File: src/rtl/stream_arbiter_3to1_if.sv
// Purpose : bundles the three request ports, the arbitrated output port and the grant outputs of the 3:1 AXI address arbiter.
// Latency : wires only.
// Backpressure: carries io_output_ready downstream-to-upstream and the per-input readies from the arbiter.
//
// Modports:
//   slave  - the arbiter's view: samples request valids/payloads and io_output_ready,
//            drives input readies, the output request and the grant (io_chosen/io_chosenOH).
//   master - the surrounding fabric's view: the mirror image of slave.
interface stream_arbiter_3to1_if;

    // Input 0
    logic        io_inputs_0_valid;
    logic        io_inputs_0_ready;
    logic [19:0] io_inputs_0_payload_addr;
    logic [3:0]  io_inputs_0_payload_id;
    logic [7:0]  io_inputs_0_payload_len;
    logic [2:0]  io_inputs_0_payload_size;
    logic [1:0]  io_inputs_0_payload_burst;

    // Input 1
    logic        io_inputs_1_valid;
    logic        io_inputs_1_ready;
    logic [19:0] io_inputs_1_payload_addr;
    logic [3:0]  io_inputs_1_payload_id;
    logic [7:0]  io_inputs_1_payload_len;
    logic [2:0]  io_inputs_1_payload_size;
    logic [1:0]  io_inputs_1_payload_burst;

    // Input 2
    logic        io_inputs_2_valid;
    logic        io_inputs_2_ready;
    logic [19:0] io_inputs_2_payload_addr;
    logic [3:0]  io_inputs_2_payload_id;
    logic [7:0]  io_inputs_2_payload_len;
    logic [2:0]  io_inputs_2_payload_size;
    logic [1:0]  io_inputs_2_payload_burst;

    // Arbitrated output
    logic        io_output_valid;
    logic        io_output_ready;
    logic [19:0] io_output_payload_addr;
    logic [3:0]  io_output_payload_id;
    logic [7:0]  io_output_payload_len;
    logic [2:0]  io_output_payload_size;
    logic [1:0]  io_output_payload_burst;

    // Grant, for routing the matching response/data path
    logic [1:0]  io_chosen;
    logic [2:0]  io_chosenOH;

    modport slave (
        input  io_inputs_0_valid, io_inputs_0_payload_addr, io_inputs_0_payload_id,
               io_inputs_0_payload_len, io_inputs_0_payload_size, io_inputs_0_payload_burst,
        input  io_inputs_1_valid, io_inputs_1_payload_addr, io_inputs_1_payload_id,
               io_inputs_1_payload_len, io_inputs_1_payload_size, io_inputs_1_payload_burst,
        input  io_inputs_2_valid, io_inputs_2_payload_addr, io_inputs_2_payload_id,
               io_inputs_2_payload_len, io_inputs_2_payload_size, io_inputs_2_payload_burst,
        output io_inputs_0_ready, io_inputs_1_ready, io_inputs_2_ready,
        output io_output_valid, io_output_payload_addr, io_output_payload_id,
               io_output_payload_len, io_output_payload_size, io_output_payload_burst,
        input  io_output_ready,
        output io_chosen, io_chosenOH
    );

    modport master (
        output io_inputs_0_valid, io_inputs_0_payload_addr, io_inputs_0_payload_id,
               io_inputs_0_payload_len, io_inputs_0_payload_size, io_inputs_0_payload_burst,
        output io_inputs_1_valid, io_inputs_1_payload_addr, io_inputs_1_payload_id,
               io_inputs_1_payload_len, io_inputs_1_payload_size, io_inputs_1_payload_burst,
        output io_inputs_2_valid, io_inputs_2_payload_addr, io_inputs_2_payload_id,
               io_inputs_2_payload_len, io_inputs_2_payload_size, io_inputs_2_payload_burst,
        input  io_inputs_0_ready, io_inputs_1_ready, io_inputs_2_ready,
        input  io_output_valid, io_output_payload_addr, io_output_payload_id,
               io_output_payload_len, io_output_payload_size, io_output_payload_burst,
        output io_output_ready,
        input  io_chosen, io_chosenOH
    );

endinterface

File: src/rtl/stream_arbiter_3to1.sv
// Purpose : 3:1 round-robin arbiter for AXI AW/AR requests; grant is held (locked) until the output handshake completes.
// Latency : zero; the granted request passes combinationally and is accepted in the cycle it is presented.
// Backpressure: io_output_ready is steered to the granted input only; a stalled grant is frozen until it fires.
//
// Ports:
//   clk    - clock, all state on the rising edge
//   reset  - asynchronous, active-high
//   io     - stream_arbiter_3to1_if.slave: three request inputs, one output, io_chosen / io_chosenOH
module stream_arbiter_3to1 (
    input  logic                   clk,
    input  logic                   reset,
    stream_arbiter_3to1_if.slave   io
);

    typedef struct packed {
        logic [19:0] addr;
        logic [3:0]  id;
        logic [7:0]  len;
        logic [2:0]  size;
        logic [1:0]  burst;
    } payload_t;

    // OPEN: the grant follows the round-robin proposal each cycle.
    // LOCKED: a presented request stalled, so the grant is pinned to mask_locked.
    typedef enum logic {
        ST_OPEN   = 1'b0,
        ST_LOCKED = 1'b1
    } state_t;

    state_t     state;
    state_t     state_nxt;
    logic [2:0] mask_locked;     // last granted input, one-hot
    logic [2:0] mask_locked_nxt;

    logic [2:0] in_valid;
    payload_t   in_payload_0;
    payload_t   in_payload_1;
    payload_t   in_payload_2;

    logic [1:0] rr_start;
    logic [2:0] proposal;
    logic [2:0] routed;
    logic [1:0] chosen;
    logic       out_valid;
    logic       fire;
    payload_t   out_payload;

    // (a + b) mod 3 for a, b in 0..2
    function automatic logic [1:0] wrap3(input logic [1:0] a, input logic [1:0] b);
        logic [2:0] sum;
        sum = {1'b0, a} + {1'b0, b};
        if (sum >= 3'd3) begin
            sum = sum - 3'd3;
        end
        return sum[1:0];
    endfunction

    assign in_valid = {io.io_inputs_2_valid, io.io_inputs_1_valid, io.io_inputs_0_valid};

    assign in_payload_0 = {io.io_inputs_0_payload_addr, io.io_inputs_0_payload_id,
                           io.io_inputs_0_payload_len, io.io_inputs_0_payload_size,
                           io.io_inputs_0_payload_burst};
    assign in_payload_1 = {io.io_inputs_1_payload_addr, io.io_inputs_1_payload_id,
                           io.io_inputs_1_payload_len, io.io_inputs_1_payload_size,
                           io.io_inputs_1_payload_burst};
    assign in_payload_2 = {io.io_inputs_2_payload_addr, io.io_inputs_2_payload_id,
                           io.io_inputs_2_payload_len, io.io_inputs_2_payload_size,
                           io.io_inputs_2_payload_burst};

    // Search starts one past the last granted input. The reset value 3'b100
    // therefore gives input 0 first priority.
    always_comb begin
        rr_start = 2'd0;
        case (mask_locked)
            3'b001:  rr_start = 2'd1;
            3'b010:  rr_start = 2'd2;
            default: rr_start = 2'd0;
        endcase
    end

    // First valid input found walking upward from rr_start with wrap.
    always_comb begin
        logic [1:0] idx;
        proposal = 3'b000;
        idx      = 2'd0;
        for (int k = 0; k < 3; k++) begin
            idx = wrap3(rr_start, k[1:0]);
            if ((proposal == 3'b000) && in_valid[idx]) begin
                proposal[idx] = 1'b1;
            end
        end
    end

    assign routed = (state == ST_LOCKED) ? mask_locked : proposal;

    always_comb begin
        chosen = 2'd0;
        case (routed)
            3'b010:  chosen = 2'd1;
            3'b100:  chosen = 2'd2;
            default: chosen = 2'd0;
        endcase
    end

    // A locked input that drops valid shows as an invalid output; the lock
    // itself is untouched until that input fires.
    assign out_valid = |(in_valid & routed);
    assign fire      = out_valid & io.io_output_ready;

    // Idle output (routed == 0) reflects input 0's payload.
    always_comb begin
        out_payload = in_payload_0;
        case (chosen)
            2'd1:    out_payload = in_payload_1;
            2'd2:    out_payload = in_payload_2;
            default: out_payload = in_payload_0;
        endcase
    end

    // Grant FSM: a fire releases the lock and records the winner for the next
    // round-robin search; a stall pins the current winner.
    always_comb begin
        state_nxt       = state;
        mask_locked_nxt = mask_locked;
        if (fire) begin
            state_nxt       = ST_OPEN;
            mask_locked_nxt = routed;
        end else if (out_valid) begin
            state_nxt       = ST_LOCKED;
            mask_locked_nxt = routed;
        end
    end

    always_ff @(posedge clk or posedge reset) begin
        if (reset) begin
            state       <= ST_OPEN;
            mask_locked <= 3'b100;
        end else begin
            state       <= state_nxt;
            mask_locked <= mask_locked_nxt;
        end
    end

    assign io.io_inputs_0_ready = io.io_output_ready & routed[0];
    assign io.io_inputs_1_ready = io.io_output_ready & routed[1];
    assign io.io_inputs_2_ready = io.io_output_ready & routed[2];

    assign io.io_output_valid         = out_valid;
    assign io.io_output_payload_addr  = out_payload.addr;
    assign io.io_output_payload_id    = out_payload.id;
    assign io.io_output_payload_len   = out_payload.len;
    assign io.io_output_payload_size  = out_payload.size;
    assign io.io_output_payload_burst = out_payload.burst;

    assign io.io_chosen   = chosen;
    assign io.io_chosenOH = routed;

endmodule

File: src/flat_wrapper.sv
// flat-port wrapper written by rule: the top's interface ports become plain ports
module stream_arbiter_3to1_flat 
  (clk, reset, io_io_inputs_0_valid, io_io_inputs_0_payload_addr, io_io_inputs_0_payload_id, io_io_inputs_0_payload_len, io_io_inputs_0_payload_size, io_io_inputs_0_payload_burst, io_io_inputs_1_valid, io_io_inputs_1_payload_addr, io_io_inputs_1_payload_id, io_io_inputs_1_payload_len, io_io_inputs_1_payload_size, io_io_inputs_1_payload_burst, io_io_inputs_2_valid, io_io_inputs_2_payload_addr, io_io_inputs_2_payload_id, io_io_inputs_2_payload_len, io_io_inputs_2_payload_size, io_io_inputs_2_payload_burst, io_io_inputs_0_ready, io_io_inputs_1_ready, io_io_inputs_2_ready, io_io_output_valid, io_io_output_payload_addr, io_io_output_payload_id, io_io_output_payload_len, io_io_output_payload_size, io_io_output_payload_burst, io_io_output_ready, io_io_chosen, io_io_chosenOH);
  stream_arbiter_3to1_if io_i ();
  input  logic clk;
  input  logic reset;
  input wire logic [$bits(io_i.io_inputs_0_valid)-1:0] io_io_inputs_0_valid;
  input wire logic [$bits(io_i.io_inputs_0_payload_addr)-1:0] io_io_inputs_0_payload_addr;
  input wire logic [$bits(io_i.io_inputs_0_payload_id)-1:0] io_io_inputs_0_payload_id;
  input wire logic [$bits(io_i.io_inputs_0_payload_len)-1:0] io_io_inputs_0_payload_len;
  input wire logic [$bits(io_i.io_inputs_0_payload_size)-1:0] io_io_inputs_0_payload_size;
  input wire logic [$bits(io_i.io_inputs_0_payload_burst)-1:0] io_io_inputs_0_payload_burst;
  input wire logic [$bits(io_i.io_inputs_1_valid)-1:0] io_io_inputs_1_valid;
  input wire logic [$bits(io_i.io_inputs_1_payload_addr)-1:0] io_io_inputs_1_payload_addr;
  input wire logic [$bits(io_i.io_inputs_1_payload_id)-1:0] io_io_inputs_1_payload_id;
  input wire logic [$bits(io_i.io_inputs_1_payload_len)-1:0] io_io_inputs_1_payload_len;
  input wire logic [$bits(io_i.io_inputs_1_payload_size)-1:0] io_io_inputs_1_payload_size;
  input wire logic [$bits(io_i.io_inputs_1_payload_burst)-1:0] io_io_inputs_1_payload_burst;
  input wire logic [$bits(io_i.io_inputs_2_valid)-1:0] io_io_inputs_2_valid;
  input wire logic [$bits(io_i.io_inputs_2_payload_addr)-1:0] io_io_inputs_2_payload_addr;
  input wire logic [$bits(io_i.io_inputs_2_payload_id)-1:0] io_io_inputs_2_payload_id;
  input wire logic [$bits(io_i.io_inputs_2_payload_len)-1:0] io_io_inputs_2_payload_len;
  input wire logic [$bits(io_i.io_inputs_2_payload_size)-1:0] io_io_inputs_2_payload_size;
  input wire logic [$bits(io_i.io_inputs_2_payload_burst)-1:0] io_io_inputs_2_payload_burst;
  output wire logic [$bits(io_i.io_inputs_0_ready)-1:0] io_io_inputs_0_ready;
  output wire logic [$bits(io_i.io_inputs_1_ready)-1:0] io_io_inputs_1_ready;
  output wire logic [$bits(io_i.io_inputs_2_ready)-1:0] io_io_inputs_2_ready;
  output wire logic [$bits(io_i.io_output_valid)-1:0] io_io_output_valid;
  output wire logic [$bits(io_i.io_output_payload_addr)-1:0] io_io_output_payload_addr;
  output wire logic [$bits(io_i.io_output_payload_id)-1:0] io_io_output_payload_id;
  output wire logic [$bits(io_i.io_output_payload_len)-1:0] io_io_output_payload_len;
  output wire logic [$bits(io_i.io_output_payload_size)-1:0] io_io_output_payload_size;
  output wire logic [$bits(io_i.io_output_payload_burst)-1:0] io_io_output_payload_burst;
  input wire logic [$bits(io_i.io_output_ready)-1:0] io_io_output_ready;
  output wire logic [$bits(io_i.io_chosen)-1:0] io_io_chosen;
  output wire logic [$bits(io_i.io_chosenOH)-1:0] io_io_chosenOH;
  assign io_i.io_inputs_0_valid = io_io_inputs_0_valid;
  assign io_i.io_inputs_0_payload_addr = io_io_inputs_0_payload_addr;
  assign io_i.io_inputs_0_payload_id = io_io_inputs_0_payload_id;
  assign io_i.io_inputs_0_payload_len = io_io_inputs_0_payload_len;
  assign io_i.io_inputs_0_payload_size = io_io_inputs_0_payload_size;
  assign io_i.io_inputs_0_payload_burst = io_io_inputs_0_payload_burst;
  assign io_i.io_inputs_1_valid = io_io_inputs_1_valid;
  assign io_i.io_inputs_1_payload_addr = io_io_inputs_1_payload_addr;
  assign io_i.io_inputs_1_payload_id = io_io_inputs_1_payload_id;
  assign io_i.io_inputs_1_payload_len = io_io_inputs_1_payload_len;
  assign io_i.io_inputs_1_payload_size = io_io_inputs_1_payload_size;
  assign io_i.io_inputs_1_payload_burst = io_io_inputs_1_payload_burst;
  assign io_i.io_inputs_2_valid = io_io_inputs_2_valid;
  assign io_i.io_inputs_2_payload_addr = io_io_inputs_2_payload_addr;
  assign io_i.io_inputs_2_payload_id = io_io_inputs_2_payload_id;
  assign io_i.io_inputs_2_payload_len = io_io_inputs_2_payload_len;
  assign io_i.io_inputs_2_payload_size = io_io_inputs_2_payload_size;
  assign io_i.io_inputs_2_payload_burst = io_io_inputs_2_payload_burst;
  assign io_io_inputs_0_ready = io_i.io_inputs_0_ready;
  assign io_io_inputs_1_ready = io_i.io_inputs_1_ready;
  assign io_io_inputs_2_ready = io_i.io_inputs_2_ready;
  assign io_io_output_valid = io_i.io_output_valid;
  assign io_io_output_payload_addr = io_i.io_output_payload_addr;
  assign io_io_output_payload_id = io_i.io_output_payload_id;
  assign io_io_output_payload_len = io_i.io_output_payload_len;
  assign io_io_output_payload_size = io_i.io_output_payload_size;
  assign io_io_output_payload_burst = io_i.io_output_payload_burst;
  assign io_i.io_output_ready = io_io_output_ready;
  assign io_io_chosen = io_i.io_chosen;
  assign io_io_chosenOH = io_i.io_chosenOH;
  stream_arbiter_3to1 u_core (.clk(clk), .reset(reset), .io(io_i));
endmodule
File: config.mk
export PLATFORM = sky130hd
export DESIGN_NAME = stream_arbiter_3to1_flat
export DESIGN_NICKNAME = d
export VERILOG_FILES = /design/src/rtl/stream_arbiter_3to1_if.sv /design/src/rtl/stream_arbiter_3to1.sv /design/src/flat_wrapper.sv
export SDC_FILE = /design/constraint.sdc
export NUM_CORES = 1
export LEC_CHECK = 0
export BUFFER_PORTS_ARGS = -buffer_cell sky130_fd_sc_hd__buf_2
export CAP_MARGIN = 20
export CELL_PAD_IN_SITES_DETAIL_PLACEMENT = 1
export CELL_PAD_IN_SITES_GLOBAL_PLACEMENT = 2
export CORE_UTILIZATION = 16
export DETAILED_ROUTE_END_ITERATION = 10
export PLACE_DENSITY_LB_ADDON = 0.2
export SLEW_MARGIN = 20
export SYNTH_ARGS = -nofsm -noshare
export SYNTH_HDL_FRONTEND = slang
export SYNTH_SLANG_ARGS = --single-unit
File: constraint.sdc
create_clock -name clk -period 4.25 [get_ports clk]
set_input_delay 0.6375 -clock clk [delete_from_list [all_inputs] [get_ports clk]]
set_output_delay 0.6375 -clock clk [all_outputs]
set_load 0.005 [all_outputs]
==> summary.md <==
| Metric | Value |
|---|---|
| HPWL after DPL | `6.14 mm` |
| # port buffers | `between 150 and 200` |
| Critical path peak fanout | `45` |
| Max incr delay on CP | `0.56 ns` |
| Crit path DAT | `~3.4 ns` |
| Initial Util | `16.4%` |
| CTS tree | `done` |
| Post-route clock period utilization | `a little over nine tenths` |
| Crit path launch type | `register` |
| Final global-route overflow total | `0` |
| Fmax | `between 200 and 250 MHz` |
| Crit-path cells | `nor2_1 -> nand2_1 -> ha_2 -> buf_4 -> o211a_1 -> o21a_1 -> and3b_4 -> o41ai_4 -> buf_6 -> and3_1 -> a211o_1 -> buf_2` |
| Clk sinks | `4` |
| Die width | `roughly 100 um` |
| Synth Instances | `217` |
| Peak supply drop | `around 0.00029 V` |
| Path type of the worst setup path | `reg2out` |
| Unrepaired setup endpoints after global routing | `no` |
| Main area contributors after synthesis | `and3_1 (29%), a211o_1 (20%), dfrtp_1 (4.7%)` |
| # nets final | `roughly 500` |
| Setup_tns | `0 ns` |
| Pre-CTS setup slack | `-0.109 ns` |
| Row count | `36` |
| DRC Markers | `0` |
| Vias in the first global route | `roughly 2500` |
| Insertion delay of the later-clocked pin in the worst-skew pair | `0.22 ns` |
| Initial DRC count | `35` |
| Slew @ Worst Pin | `just under 0.6 ns` |
| Worst EP required | `3.61 ns` |
| Total wire length | `8.09 mm` |
| Seq/Total Area, Yosys | `around 6.4%` |
| Largest net degree at the start of global routing | `46` |
| CTS Hold Buffers Added | `0` |
| Pleak | `approximately 1.7 nW` |
| Fin Clk Skew | `just over 0.0007 ns` |
| Yosys warning total | `0` |
| Pwr/cell area | `918 mW/mm2` |
| Clock Path Buffers | `2` |
| Ratio of cells with drive above 1 in the final layout | `53.0%` |
| Net count after synthesis | `338` |
| Nature of the critical path endpoint | `primary output` |
| Core Area | `0.00973 mm2` |
| Post-synth top area share | `29.0%` |
| Root buf cell | `clkbuf_8` |
| Via count | `around 2300` |
| Final Hold Viols | `0` |
| Gr usage total | `15.3%` |
| Worst-path clk slew | `~0.040 ns` |
| Commonest non-fill, non-tap cell in the layout | `buf_2` |
| Final setup viols | `0` |
| HP Class | `in2async` |
| Synth cell types | `42` |
| N_diodes | `0` |
| I/O pin cnt | `163` |
| Area leader, netlist | `and3_1` |
| Worst reg2reg setup slack | `0.74 ns` |
| Final Max Tran Viols | `0` |
| Post-synthesis register bit count | `4` |
| Tmin final | `4.06 ns` |
| Routability congestion estimate from global placement | `0.767` |
| P&R area growth vs syn | `65.9%` |
| First-pass GRT wire length | `12.5 mm` |
| Via density | `4.59` |
| CP Buf/Inv Count | `3` |
| Status | `completed` |
| Pre-Repair DR Iteration Count | `4` |
| Setup ws final | `0.192 ns` |
| Most frequent cells in the layout | `buf_2 (162), and3_1 (74), a211o_1 (37), nor2_1 (9), buf_4 (8)` |
| CP max stage cell | `dfstp_2` |
| Final ANT Viol Nets | `0` |
| Post-Syn Area per Cell | `7.35 um2` |
| Initial antenna violation count | `0` |
| CTS Buf Count | `3` |
| Max-cap violations | `0` |
| Total power | `2.43 mW` |
| Cell family with most CP delay | `compound AO/OA/AOI/OAI gates` |
| Placed inst area | `0.00248 mm2` |
| Post-route cell area | `between 0.002 and 0.003 mm2` |
| Synthesized area | `0.00159 mm2` |
| H-tree depth | `1` |
| Overall die area | `0.0104 mm2` |
| Rel. slew slack | `60.9%` |
| Die H | `102 um` |
| DR WL/cell | `16.0 um` |
==> what timing repair did <==
action,CTS,global route
setup endpoints to repair,37,39
pin swaps,4,0
resized for setup,5,7
cloned,1,0
buffers inserted,7,0
==> report_power, final <==
part	switching [mW]	internal (mW)
sequential	0.0290	0.0638
clock	0.0228	0.0643
combinational	1.20	1.04
==> kinds of logic after synthesis <==
family	after synthesis	synth area share, %
AO/OA/AOI/OAI	60	32.7
adder cells (fa/ha/maj)	4	3.14
flip-flops	4	6.36
buffers and inverters	33	11.1
multiplexers	9	5.97
AND/OR/NAND/NOR	107	40.7
==> final timing paths <==
path	startpoint	end	cells past startpoint
setup / recovery	u_core.mask_locked[2]	io_io_output_payload_addr[17]	12
hold / removal	reset	u_core.state	2
setup reg to reg	u_core.mask_locked[2]	u_core.mask_locked[1]	12
hold reg to reg	u_core.mask_locked[0]	u_core.mask_locked[0]	2
max in group asynchronous	reset	u_core.mask_locked[2]	2
min in group clk	u_core.mask_locked[0]	u_core.mask_locked[0]	2
==> final cells by class <==
cell class | count | area (um2)
Clock buffer | 4 | 45.0
Fill cell | 1250 | 7090
Inverter | 8 | 30.0
Multi-Input combinational cell | 181 | 1360
Sequential cell | 4 | 101
Tap cell | 133 | 166
Timing Repair Buffer | 175 | 940
==> metrics by stage <==
step / hold slack (ns) / util [%] / cells
4_1_cts: 0.304 / 26.9 / 505
3_5_place_dp: 0.540 / 25.5 / 493
3_3_place_gp: 0.535 / 25.5 / 493
2_1_floorplan: 0.403 / - / 217
6_report: 0.303 / 27.2 / 505
5_1_grt: 0.313 / 27.2 / 505
==> sequential cells by signal (all words and copies together) (netlist names) <==
signal,count
u_core.state,1
u_core.mask_locked,3
==> routing by layer <==
layer | up-vias | wire length [um] | global-route usage (%)
li1 | 1139 | - | -
met4 | 0 | 48 | 2.20
met2 | 88 | 4110 | 28.4
met1 | 1089 | 3250 | 17.7
met3 | 4 | 676 | 4.38
met5 | - | 0 | 0
==> cell usage after synthesis, drive strengths merged <==
| cell | n |
|---|---|
| buf | 10 |
| mux2 | 4 |
| a211o | 37 |
| nand2b | 2 |
| dfstp | 1 |
| inv | 8 |
| o41ai | 1 |
| nand3 | 1 |
| o21ai | 5 |
| and3 | 74 |
| nor2b | 1 |
| nand4b | 1 |
| o211a | 1 |
| a211oi | 4 |
| a21oi | 3 |
| and3b | 2 |
| ha | 4 |
| o21bai | 1 |
| mux2i | 5 |
| o31ai | 1 |
| nand2 | 5 |
| a21o | 2 |
| nor2 | 9 |
| dfrtp | 3 |
| and2 | 2 |
| nor3 | 5 |
| a2bb2oi | 1 |
| o22ai | 1 |
| nand3b | 4 |
| clkbuf | 15 |
| o21a | 2 |
| o32ai | 1 |
| nor3b | 1 |
Power figures use the tool's default switching activity.
